==> config.mk <==
export PLATFORM = sky130hd
export DESIGN_NAME = sum_sequencer
export DESIGN_NICKNAME = d
export VERILOG_FILES = /design/src/rtl/sum_seq_pkg.sv /design/src/rtl/bin2bcd_serial.sv /design/src/rtl/sum_sequencer.sv
export SDC_FILE = /design/constraint.sdc
export NUM_CORES = 1
export LEC_CHECK = 0
export CAP_MARGIN = 10
export CORE_ASPECT_RATIO = 1.25
export CORE_MARGIN = 5
export CORE_UTILIZATION = 40
export CTS_CLUSTER_SIZE = 8
export DETAILED_ROUTE_END_ITERATION = 12
export GPL_TIMING_DRIVEN = 1
export PLACE_DENSITY = 0.69
export SLEW_MARGIN = 20
export SYNTH_ARGS = -nofsm -noshare
export SYNTH_HDL_FRONTEND = slang
export SYNTH_SLANG_ARGS = --single-unit
==> constraint.sdc <==
create_clock -name Clock -period 2.7 [get_ports Clock]
set_clock_uncertainty 0.2 [all_clocks]
set_input_delay 0.54 -clock Clock [delete_from_list [all_inputs] [get_ports Clock]]
set_output_delay 0.54 -clock Clock [all_outputs]
set_load 0.02 [all_outputs]
==> src/rtl/sum_seq_pkg.sv <==
// Shared widths, state encoding and the double-dabble digit adjust used by
// the sum sequencer and its serial binary-to-BCD converter.
package sum_seq_pkg;

    localparam int OPERAND_W   = 10;
    localparam int SUM_W       = 11;
    localparam int BCD_DIGITS  = 4;
    localparam int CONV_ITER   = 11;
    localparam int MAX_OPERAND = 999;
    localparam int BCD_W       = 4 * BCD_DIGITS;

    typedef enum logic [1:0] {
        IDLE = 2'd0,
        LOAD = 2'd1,
        CONV = 2'd2,
        SHOW = 2'd3
    } state_t;

    function automatic logic [3:0] dabble_adj(input logic [3:0] nib);
        return (nib >= 4'd5) ? nib + 4'd3 : nib;
    endfunction

endpackage

==> src/rtl/bin2bcd_serial.sv <==
// Serial double-dabble converter: one adjust-and-shift per cycle after start.
// bcd_o carries the value being committed this cycle, so it is final while done is high.
module bin2bcd_serial
    import sum_seq_pkg::*;
(
    input  logic             clk,
    input  logic             srst,
    input  logic             abort,
    input  logic             start,
    input  logic [SUM_W-1:0] bin_i,
    output logic             done,
    output logic [BCD_W-1:0] bcd_o
);

    logic [SUM_W-1:0]       bin_q, bin_d;
    logic [BCD_W-1:0]       bcd_q, bcd_d;
    logic [3:0]             iter_q, iter_d;
    logic                   run_q, run_d;
    logic [BCD_W-1:0]       bcd_adj;
    logic [BCD_W+SUM_W-1:0] shifted;

    for (genvar gi = 0; gi < BCD_DIGITS; gi++) begin : g_adj
        assign bcd_adj[gi*4 +: 4] = dabble_adj(bcd_q[gi*4 +: 4]);
    end

    assign shifted = {bcd_adj, bin_q} << 1;
    assign bcd_o   = shifted[BCD_W+SUM_W-1:SUM_W];
    assign done    = run_q && (iter_q == 4'(CONV_ITER - 1));

    always_comb begin
        bin_d  = bin_q;
        bcd_d  = bcd_q;
        iter_d = iter_q;
        run_d  = run_q;
        if (abort) begin
            run_d  = 1'b0;
            iter_d = '0;
        end else if (start) begin
            bin_d  = bin_i;
            bcd_d  = '0;
            iter_d = '0;
            run_d  = 1'b1;
        end else if (run_q) begin
            bcd_d = shifted[BCD_W+SUM_W-1:SUM_W];
            bin_d = shifted[SUM_W-1:0];
            if (done) begin
                run_d  = 1'b0;
                iter_d = '0;
            end else begin
                iter_d = iter_q + 4'd1;
            end
        end
    end

    always_ff @(posedge clk) begin
        if (srst) begin
            bin_q  <= '0;
            bcd_q  <= '0;
            iter_q <= '0;
            run_q  <= 1'b0;
        end else begin
            bin_q  <= bin_d;
            bcd_q  <= bcd_d;
            iter_q <= iter_d;
            run_q  <= run_d;
        end
    end

endmodule

==> src/rtl/sum_sequencer.sv <==
// Adds two keypad operands, converts the sum to BCD serially and multiplexes
// the digits onto a 4-digit display with leading-zero blanking.
module sum_sequencer
    import sum_seq_pkg::*;
#(
    parameter int REFRESH_DIV = 1000
) (
    input  logic                  Clock,
    input  logic                  Reset,
    input  logic                  Sum_ready,
    input  logic [OPERAND_W-1:0]  Num1_value,
    input  logic [OPERAND_W-1:0]  Num2_value,
    input  logic                  Clear_req,
    output logic                  Reader_clr,
    output logic                  Busy,
    output logic                  Result_valid,
    output logic                  Input_err,
    output logic [SUM_W-1:0]      Result_bin,
    output logic [BCD_W-1:0]      Bcd_digits,
    output logic [BCD_DIGITS-1:0] Anode,
    output logic [3:0]            Seg_digit
);

    localparam int RW = $clog2(REFRESH_DIV);

    state_t           state_q, state_d;
    logic             sum_ready_q, sum_ready_d;
    logic             sr_armed_q, sr_armed_d;
    logic             clear_q, clear_d;
    logic             reader_clr_q, reader_clr_d;
    logic             input_err_q, input_err_d;
    logic [SUM_W-1:0] result_bin_q, result_bin_d;
    logic [BCD_W-1:0] bcd_q, bcd_d;
    logic [RW-1:0]    refresh_q, refresh_d;
    logic [1:0]       digit_idx_q, digit_idx_d;

    logic             sr_rise, clr_rise, conv_start, conv_done;
    logic [SUM_W-1:0] sum_now;
    logic [BCD_W-1:0] conv_bcd;
    logic [BCD_DIGITS-1:0] upper_zero;
    logic             blank;

    // A Sum_ready level held through reset must drop before it may start a conversion.
    assign sr_rise  = Sum_ready && !sum_ready_q && sr_armed_q;
    assign clr_rise = Clear_req && !clear_q;
    assign sum_now  = SUM_W'(Num1_value) + SUM_W'(Num2_value);

    bin2bcd_serial u_conv (
        .clk   (Clock),
        .srst  (Reset),
        .abort (Clear_req),
        .start (conv_start),
        .bin_i (sum_now),
        .done  (conv_done),
        .bcd_o (conv_bcd)
    );

    always_ff @(posedge Clock) begin
        if (Reset) state_q <= IDLE;
        else       state_q <= state_d;
    end

    always_comb begin
        state_d = state_q;
        if (Clear_req) begin
            state_d = IDLE;
        end else begin
            case (state_q)
                IDLE:    if (sr_rise) state_d = LOAD;
                LOAD:    state_d = CONV;
                CONV:    if (conv_done) state_d = SHOW;
                default: state_d = state_q;
            endcase
        end
    end

    always_comb begin
        sum_ready_d  = Sum_ready;
        sr_armed_d   = sr_armed_q || !Sum_ready;
        clear_d      = Clear_req;
        reader_clr_d = clr_rise;
        input_err_d  = input_err_q;
        result_bin_d = result_bin_q;
        bcd_d        = bcd_q;
        conv_start   = 1'b0;
        if (Clear_req) begin
            input_err_d  = 1'b0;
            result_bin_d = '0;
            bcd_d        = '0;
        end else if (state_q == LOAD) begin
            result_bin_d = sum_now;
            input_err_d  = (Num1_value > OPERAND_W'(MAX_OPERAND)) ||
                           (Num2_value > OPERAND_W'(MAX_OPERAND));
            bcd_d        = '0;
            conv_start   = 1'b1;
        end else if (state_q == CONV && conv_done) begin
            bcd_d = input_err_q ? '1 : conv_bcd;
        end

        if (refresh_q == RW'(REFRESH_DIV - 1)) begin
            refresh_d   = '0;
            digit_idx_d = digit_idx_q + 2'd1;
        end else begin
            refresh_d   = refresh_q + RW'(1);
            digit_idx_d = digit_idx_q;
        end
    end

    always_ff @(posedge Clock) begin
        if (Reset) begin
            sum_ready_q  <= 1'b0;
            sr_armed_q   <= !Sum_ready;
            clear_q      <= 1'b0;
            reader_clr_q <= 1'b0;
            input_err_q  <= 1'b0;
            result_bin_q <= '0;
            bcd_q        <= '0;
            refresh_q    <= '0;
            digit_idx_q  <= '0;
        end else begin
            sum_ready_q  <= sum_ready_d;
            sr_armed_q   <= sr_armed_d;
            clear_q      <= clear_d;
            reader_clr_q <= reader_clr_d;
            input_err_q  <= input_err_d;
            result_bin_q <= result_bin_d;
            bcd_q        <= bcd_d;
            refresh_q    <= refresh_d;
            digit_idx_q  <= digit_idx_d;
        end
    end

    // upper_zero[gi]: this nibble and every nibble above it are zero.
    for (genvar gi = 0; gi < BCD_DIGITS; gi++) begin : g_blank
        assign upper_zero[gi] = (bcd_q[BCD_W-1:gi*4] == '0);
    end

    assign blank = !input_err_q && (digit_idx_q != 2'd0) && upper_zero[digit_idx_q];

    always_comb begin
        Busy         = (state_q == LOAD) || (state_q == CONV);
        Result_valid = (state_q == SHOW);
        Anode        = '0;
        Seg_digit    = 4'h0;
        if (state_q == SHOW) begin
            Seg_digit = bcd_q[{digit_idx_q, 2'b00} +: 4];
            if (!blank) Anode = BCD_DIGITS'(1) << digit_idx_q;
        end
    end

    assign Reader_clr = reader_clr_q;
    assign Input_err  = input_err_q;
    assign Result_bin = result_bin_q;
    assign Bcd_digits = bcd_q;

endmodule
Word level (Yosys, flattened, before mapping)
Index checks and enable logic that the tools add are counted.
Widths: inputs -> output; s select.
{"block": "op_classes", "n_addsub": 8, "n_lt_le_gt_ge": 7, "eq_ne": 7, "shift": 2, "mux": 24, "bitwise_logic": 1, "reduce_logical": 28}
{"op": "$mux 16", "count": 3}
{"op": "$mux 4", "count": 7}
{"op": "$mux 11", "count": 2}
{"op": "$gt 10x10->1 const B", "count": 2}
{"op": "$ge 4x3->1 const B", "count": 4}
{"op": "$logic_not 16->1", "count": 1}
{"op": "$shiftx 16x5->4", "count": 1}
{"op": "$add 4x2->4 const B", "count": 3}
{"op": "$logic_not 12->1", "count": 1}
{"op": "$add 10x10->11", "count": 1}
{"op": "$add 10x1->10 const B", "count": 1}
{"op": "$eq 10x10->1 const B", "count": 1}
{"op": "$logic_not 8->1", "count": 1}
{"op": "$logic_and 1x1->1", "count": 7}
{"op": "$mux 1", "count": 7}
{"op": "$pmux 2 s3", "count": 1}
{"op": "$reduce_or 3->1", "count": 2}
{"op": "$add 4x1->4 const B", "count": 1}
{"op": "$eq 2x2->1 const B", "count": 2}
{"op": "$eq 4x4->1 const B", "count": 1}
{"op": "$logic_not 1->1", "count": 4}
{"op": "$logic_not 4->1", "count": 1}
{"op": "$mux 2", "count": 2}
{"op": "$ne 2x2->1 const B", "count": 2}
{"op": "other kinds (15)", "count": 19}
{"block": "totals", "register_bits": 78, "in_bits": 24, "out_inout_bits": 39, "wordCells": 91}

Logic depth before layout (Yosys ltp)
Gate-level depths: netlist of run 1.
{"block": "logic_depth", "ltp_word": 6, "ltp_mapped": 8, "depth_no_buf": 8}

Hierarchy
From an unflattened synthesis of run 1, not the netlist that was laid out.
{"block": "hier_totals", "hier_cells": 483, "hier_area_um2": 4346.7}
{"mod": "sum_sequencer", "instances": 1, "cells_each": 299, "area_per_inst_um2": 2593.7, "seq_area_each_um2": 920.9}
{"mod": "bin2bcd_serial", "instances": 1, "cells_each": 184, "area_per_inst_um2": 1752.9, "seq_area_each_um2": 640.6}

Least setup slack after synthesis of run 1
OpenSTA, ideal clock, no wires.
{"block": "synth_timing", "path_type": "flip-flop to output port", "from": "register digit_idx_q[0]", "to": "output port Anode[1]", "arrival_time_ns": 1.646, "required_time_ns": 1.960, "setup_slack_ns": 0.314, "stages_incl_launch_ff": 7, "path_buffers": 1, "cell_sequence": "dfxtp_1 > clkbuf_1 > inv_1 > ha_1 > a2111oi_0 > nor2b_1 > and2_1"}
{"block": "synth_via", "elab_chain_cells": 5, "word_cells_on_any_way": 8, "cone_classes": "shift (1); mux (4); reduce/logical (3)"}
{"element": "start, declared", "line_no": "sum_sequencer.sv:35", "rtl": "logic [1:0] digit_idx_q, digit_idx_d;"}
{"element": "start signal, assigned", "line_no": "sum_sequencer.sv:129", "rtl": "digit_idx_q <= digit_idx_d;"}
{"element": "$bmux 1 s2 / $reduce_bool 2->1 (equally long branches)", "line_no": "sum_sequencer.sv:138", "rtl": "assign blank = !input_err_q && (digit_idx_q != 2'd0) && upper_zero[digit_idx_q];"}
{"element": "$mux 1 (not written as such) / $logic_and 1x1->1 (equally long branches)", "line_no": "sum_sequencer.sv:138"}
{"element": "$logic_and 1x1->1", "line_no": "sum_sequencer.sv:138"}
{"element": "$mux 4 (*)", "line_no": "sum_sequencer.sv:147", "rtl": "if (!blank) Anode = BCD_DIGITS'(1) << digit_idx_q;"}
{"element": "$mux 4 (*)", "line_no": "sum_sequencer.sv:145", "rtl": "if (state_q == SHOW) begin"}
{"element": "end, declared", "line_no": "sum_sequencer.sv:20", "rtl": "output logic [BCD_DIGITS-1:0] Anode,"}
Mark *: on every way between the ends. The rest lies on a longest branch, timed or not. The select of a mux whose other input is x is not followed.

Final worst setup path of run 1
{"block": "layout_timing", "from": "register bcd_q[7] (netlist: Bcd_digits[7])", "to": "output port Anode[1]"}
{"block": "layout_via", "elab_chain_cells": 6, "word_cells_on_any_way": 7, "cone_classes": "mux (4); reduce/logical (3)"}
{"element": "start, declared", "line_no": "sum_sequencer.sv:33", "rtl": "logic [BCD_W-1:0] bcd_q, bcd_d;"}
{"element": "start signal, assigned", "line_no": "sum_sequencer.sv:117", "rtl": "bcd_q <= '0;"}
{"element": "start signal, assigned", "line_no": "sum_sequencer.sv:127", "rtl": "bcd_q <= bcd_d;"}
{"element": "$logic_not 16->1 / $logic_not 12->1 (equally long branches)", "line_no": "sum_sequencer.sv:135", "rtl": "assign upper_zero[gi] = (bcd_q[BCD_W-1:gi*4] == '0);"}
{"element": "$bmux 1 s2 (*)", "line_no": "sum_sequencer.sv:138"}
{"element": "$mux 1 (not written as such) (*)", "line_no": "sum_sequencer.sv:138"}
{"element": "$logic_and 1x1->1 (*)", "line_no": "sum_sequencer.sv:138"}
{"element": "$mux 4 (*)", "line_no": "sum_sequencer.sv:147"}
{"element": "$mux 4 (*)", "line_no": "sum_sequencer.sv:145"}
Marks and branches as above.

==> results of run 1 <==
-- worst max-delay path: cells and delay by family (launching register included) --
kind / cells / cell delay, ps
AO/OA/AOI/OAI: 2 / 520
buffers and inverters: 1 / 130
flip-flops: 1 / 330
AND/OR/NAND/NOR: 3 / 570
-- cell families (layout without fill, tap and decap cells) --
group / after synthesis / after routing / share of synthesized area, %
flip-flops: 78 / 78 / 37.2
buffers and inverters: 45 / 152 / 4.08
XOR/XNOR: 17 / 17 / 3.54
adder cells (fa/ha/maj): 32 / 32 / 9.71
AO/OA/AOI/OAI: 112 / 112 / 16.4
AND/OR/NAND/NOR: 203 / 203 / 23.5
multiplexers: 18 / 18 / 5.60
-- repair_timing --
action                                  CTS  global route
pin swaps                                 0             8
hold endpoints to repair                  0             0
resized for setup                        21            12
endpoints found under the setup margin    7             4
-- flip-flops by register name, indices dropped and copies added (netlist names) --
signal         flops
Bcd_digits        16
u_conv.bcd_q      16
Result_bin        11
u_conv.bin_q      11
refresh_q         10
u_conv.iter_q      4
digit_idx_q        2
state_q            2
Input_err          1
Reader_clr         1
clear_q            1
sr_armed_q         1
sum_ready_q        1
u_conv.run_q       1
-- power by group through the flow --
stage	registers [mW]	logic, mW	clock network, mW
after floorplan	1.21	0.167	0
after global placement	1.21	0.301	0
after detailed placement	1.21	0.307	0
after CTS	1.18	0.308	1.15
after global routing	1.18	0.342	1.21
final	1.18	0.309	1.13
-- layout make-up --
type | count | area (um^2)
Fill cell | 915 | 4590
Multi-Input combinational cell | 382 | 2510
Sequential cell | 78 | 1560
Timing Repair Buffer | 113 | 1010
Clock buffer | 16 | 282
Tap cell | 129 | 161
Inverter | 23 | 86.3
-- worst max-delay path by stage --
stage	from	to	slack (ps)	cells past startpoint
5_1_grt	Bcd_digits[7]	Anode[1]	-60	6
6_report	Bcd_digits[7]	Anode[1]	80	6
2_1_floorplan	digit_idx_q[0]	Anode[1]	310	6
4_1_cts	Bcd_digits[4]	Anode[1]	30	6
3_3_place_gp	Num1_value[0]	u_conv.bin_q[6]	-200	9
3_5_place_dp	Num1_value[0]	u_conv.bin_q[6]	-210	9
-- placed cells by master, fill, tap and decap left out, types with 6 or more instances in the layout --
master,n
nor3_1,16
nor3b_1,8
clkbuf_16,9
clkdlybuf4s50_1,55
dfxtp_1,76
xnor2_1,11
nor2b_1,15
and2_1,8
nand2b_1,13
a22oi_1,13
nand3_1,7
nor2_1,72
inv_1,23
buf_4,50
o21ai_0,36
mux2i_1,10
o22ai_1,8
ha_1,31
a21oi_1,30
nand2_1,40
xor2_1,6
-- routing by layer --
metal | up-vias | routed length, um | track usage [%]
li1 | 1974 | - | -
met1 | 1824 | 4510 | 20.6
met2 | 84 | 5180 | 28.9
met3 | 13 | 480 | 3.81
met4 | 0 | 183 | 6.42
met5 | - | 0 | 0
==> flow_summary.toml, run 1 <==
[yosys]
synth_top_area_cell = "dfxtp_1"
yosysSeqAreaShare_pct = 37.2
yosys_warnings = 0
syn_area_per_cell_um2 = 8.32
synth-seq-cells = 78
ys.flop_type = "dfxtp_1"
synth-edff-count = 0
synthDistinctLibCells = 52
syn_inst = 505
netlist_area_mm2 = 0.00420
synth.most_common_cell = "dfxtp_1"
synth_fp_nets = 561
synth_common_cells = "78 x dfxtp_1, 72 x nor2_1, 40 x nand2_1"
synth_top_cell_area_share_pct = 37.2
async_flop_share_pct = 0
synth_area_leaders = "dfxtp_1 37%, ha_1 9.2%, nor2_1 6.4%, o21ai_0 4.3%, a21oi_1 3.6%"

[timing]
max_slew_margin_pct = 48.3
final_hold_viol_count = 0
min_period_ps = 2620
slew_viol_final = 0
fmax_ghz = 0.381
worstMarginPinSlew_ps = 774
finalSetupTns_ps = 0
worst_slack_ps = 78.1
setup-violations-final = 0
grt_setup_unrepaired = "yes"
fin_crit_sh_pct = 97.1
hold-worst-slack_ps = 197

[setup_path]
start_kind = "flop"
cp_max_fo = 3
cpPeakStageDelay_ps = 370
reg2reg_to = "u_conv.bcd_q[14]"
cp_cell_sequence = "nor4_4, o211ai_1, a2111oi_2, nor2b_1, and2_1, buf_6"
crit_type = "reg -> out"
required_ps = 1960
r2r_cells = 6
regToRegSetupSlack_ps = 380
timing.rr.start = "state_q[1]"
critPathSlowestCell = "a2111oi_2"
critPathArrivalTime_ps = 1880
cp-end-kind = "output port"

[grt]
grt_usage_pct = 17.0
antenna_found_initial = 0
grt_pass1_vias = 3836
grt_overflow = 0
grt_max_degree = 41
grt_pass1_wl_mm = 17.6

[min_path]
hp-start = "clear_q"
min_path_cells = 1
holdPathEnd = "Reader_clr"
hold_class = "reg -> reg"

[pwr]
p_total_mw = 2.62
swShare_pct = 22.8
p_int_mw = 2.02
leakagePower_nw = 2.25
switching_power_mw = 0.596
seqPwrFrac_pct = 45.2
peakVddDrop_mv = 0.271
powerDensity_mw_per_mm2 = 466
p_clk_share_pct = 43.0
comb_power_share_pct = 11.8

[place]
port_buffers = 62
dp_cells = 725
pre_cts_slack_ps = -207
place_congestion = 0.805
post-dp-hpwl_mm = 7.86
dpl_cell_area_mm2 = 0.00529

[clocking]
clock-sinks = 78
cts_made_buffers = 9
cts_setup_buffers = 0
clk_pin_slew_ps = 60
cts-hold-fix-buffers = 0
clockRootBuffer = "clkbuf_16"
clock_path_buffers = 2
cts_tree = "yes"
clock_latency_ps = 330
cts_max_level = 3

[job]
max_cap_viol_count = 0

[layout]
fin_area_mm2 = 0.00562
final_util_pct = 55.1
nets = 663
drive_gt1_share_pct = 14.1
final_cells = 741
diodes = 0
areaGrowthSynthToFinish_pct = 33.8

[drt]
wl_per_cell_um = 14.0
first_pass_iters = 4
drt_iter0_markers = 147
postRouteAntennaNets = 0
drc_errors = 0
vias_per_cell = 5.26
routed_wl_mm = 10.4
vias = 3895

[die]
die_h_um = 125
dieArea_mm2 = 0.0127
start_util_pct = 41.2
die_w_um = 102
rows = 41
io_pins = 63
coreArea_mm2 = 0.0102

[run_status]
status = "finished clean"
Power figures use the tool's default switching activity.
==> run 2, diff against run 1 <==
- SLEW_MARGIN: 20 -> unset
- SYNTH_HIERARCHICAL: unset -> 1
==> flow_summary.toml, run 2 <==
[timing]
grt_setup_unrepaired = "no"
worstMarginPinSlew_ps = 712
final_hold_viol_count = 0
fin_crit_sh_pct = 96.5
fmax_ghz = 0.384
slew_viol_final = 0
max_slew_margin_pct = 52.3
hold-worst-slack_ps = 184
finalSetupTns_ps = 0
min_period_ps = 2610
setup-violations-final = 0

[die]
die_w_um = 103
io_pins = 63
start_util_pct = 40.9
dieArea_mm2 = 0.0131
rows = 42
coreArea_mm2 = 0.0106
die_h_um = 127

[yosys]
ys.flop_type = "dfxtp_1"
synth.most_common_cell = "dfxtp_1"
synthDistinctLibCells = 57
netlist_area_mm2 = 0.00435
synth-seq-cells = 78
synth_top_cell_area_share_pct = 35.9
yosysSeqAreaShare_pct = 35.9
synth-edff-count = 0
yosys_warnings = 6
synth_area_leaders = "dfxtp_1 36%, ha_1 8.9%, nor2_1 5.7%, mux2i_1 5.1%, nor3_1 4.1%"
async_flop_share_pct = 0
synth_top_area_cell = "dfxtp_1"
syn_area_per_cell_um2 = 9.00
synth_common_cells = "78 x dfxtp_1, 66 x nor2_1, 36 x nor3_1"
synth_fp_nets = 539
syn_inst = 483

[clocking]
clock_latency_ps = 340
clockRootBuffer = "clkbuf_16"
cts_setup_buffers = 0
cts_tree = "yes"
clock_path_buffers = 2
cts-hold-fix-buffers = 0
clk_pin_slew_ps = 60
cts_made_buffers = 9
clock-sinks = 78
cts_max_level = 3

[place]
dp_cells = 689
place_congestion = 0.819
post-dp-hpwl_mm = 7.97
port_buffers = 62

[grt]
antenna_found_initial = 0
grt_pass1_vias = 3728
grt_max_degree = 21
grt_overflow = 0
grt_pass1_wl_mm = 17.1
grt_usage_pct = 16.1

[setup_path]
start_kind = "flop"
required_ps = 1960
critPathArrivalTime_ps = 1870
timing.rr.start = "state_q[1]"
cp_max_fo = 6
cp-end-kind = "output port"
crit_type = "reg -> out"
startpoint = "state_q[0]"

[layout]
diodes = 0
areaGrowthSynthToFinish_pct = 28.1
final_common_cell = "dfxtp_1"
fillCellCount = 971
final_util_pct = 52.5
nets = 624
final_cells = 705
final_cell_mix = "78 x dfxtp_1, 65 x nor2_1, 55 x clkdlybuf4s50_1"
drive_gt1_share_pct = 16.8

[pwr]
powerDensity_mw_per_mm2 = 471
leakagePower_nw = 2.12
peakVddDrop_mv = 0.240
p_total_mw = 2.62

[min_path]
hold_class = "reg -> reg"
hp-start = "clear_q"

[drt]
routed_wl_mm = 10.2
wl_per_cell_um = 14.4
vias_per_cell = 5.19
postRouteAntennaNets = 0
first_pass_iters = 5
drt_iter0_markers = 114
vias = 3662
drc_errors = 0

[run_status]
status = "finished clean"

[job]
max_cap_viol_count = 0
[run 2: changes by cell type in the layout (fill, tap and decap cells not counted), moves of 7 or more]
| cell | delta |
|---|---|
| nor2b_1 | -11 |
| a22oi_1 | -9 |
| a211oi_2 | +11 |
| o22ai_1 | -7 |
| nand2_1 | -17 |
| a32o_1 | +11 |
| o21ai_0 | -23 |
| buf_4 | -11 |
| mux2i_1 | +12 |
| a21oi_1 | -15 |
| nor3_1 | +20 |
| nor2_1 | -7 |
[run 2: worst paths after layout]
path	cells after the start	endpoint	slack, ps
max	4	Anode[0]	90
min	1	Reader_clr	180
max reg2reg	7	u_conv/bcd_q[8]	400
min reg2reg	1	Reader_clr	180
[run 2: logic make-up (layout without fill, tap and decap cells)]
family / Yosys count / in the layout / share of synthesized area (%)
AO/OA/AOI/OAI: 87 / 87 / 16.3
XOR/XNOR: 21 / 21 / 4.23
adder cells (fa/ha/maj): 32 / 32 / 9.38
buffers and inverters: 53 / 143 / 6.13
flip-flops: 78 / 78 / 35.9
multiplexers: 26 / 26 / 7.14
AND/OR/NAND/NOR: 186 / 186 / 20.9
[run 2: stage by stage]
stage	worst slack (ps)	instance area (um^2)
after floorplan	245	4350
after global placement	-243	5260
after detailed placement	-321	5260
after CTS	1.04	5540
after global routing	0.817	5570
final	93.6	5570
[run 2: area by class of cell]
type / count / area (um^2) / area share [%]
multi-input combinational: 352 / 2570 / 46.2
sequential: 78 / 1560 / 28.0
timing repair buffer: 102 / 905 / 16.2
clock buffer: 10 / 229 / 4.11
tap: 132 / 165 / 2.97
inverter: 25 / 93.8 / 1.69
clock inverter: 6 / 38.8 / 0.697
[run 2: timing repair]
action | 4_1_cts | 5_1_grt
gates resized for setup | 10 | 14
endpoints found under the hold margin | 0 | 0
endpoints found under the setup margin | 7 | 6
pin swaps | 0 | 2
[run 2: where the power goes]
part           switching, mW  internal (mW)  leakage, nW  total [mW]
registers             0.0117           1.17        0.631        1.18
logic                  0.182          0.173         1.37       0.355
clock network          0.470          0.618        0.128        1.09
[run 2: metal layers]
metal  GRT usage, %  wire (um)  vias to the layer above
met5              0          0                        -
met4           5.64        129                        0
met3           3.51        412                        8
met2           28.7       5320                       72
met1           18.6       4290                     1715
li1               -          -                     1867
[run 2: critical path, cell delays in order (launching register included)]
cell and delay (ps):
dfxtp_1 410, ha_1 250, buf_4 160, and2_1 110, clkdlybuf4s50_1 590
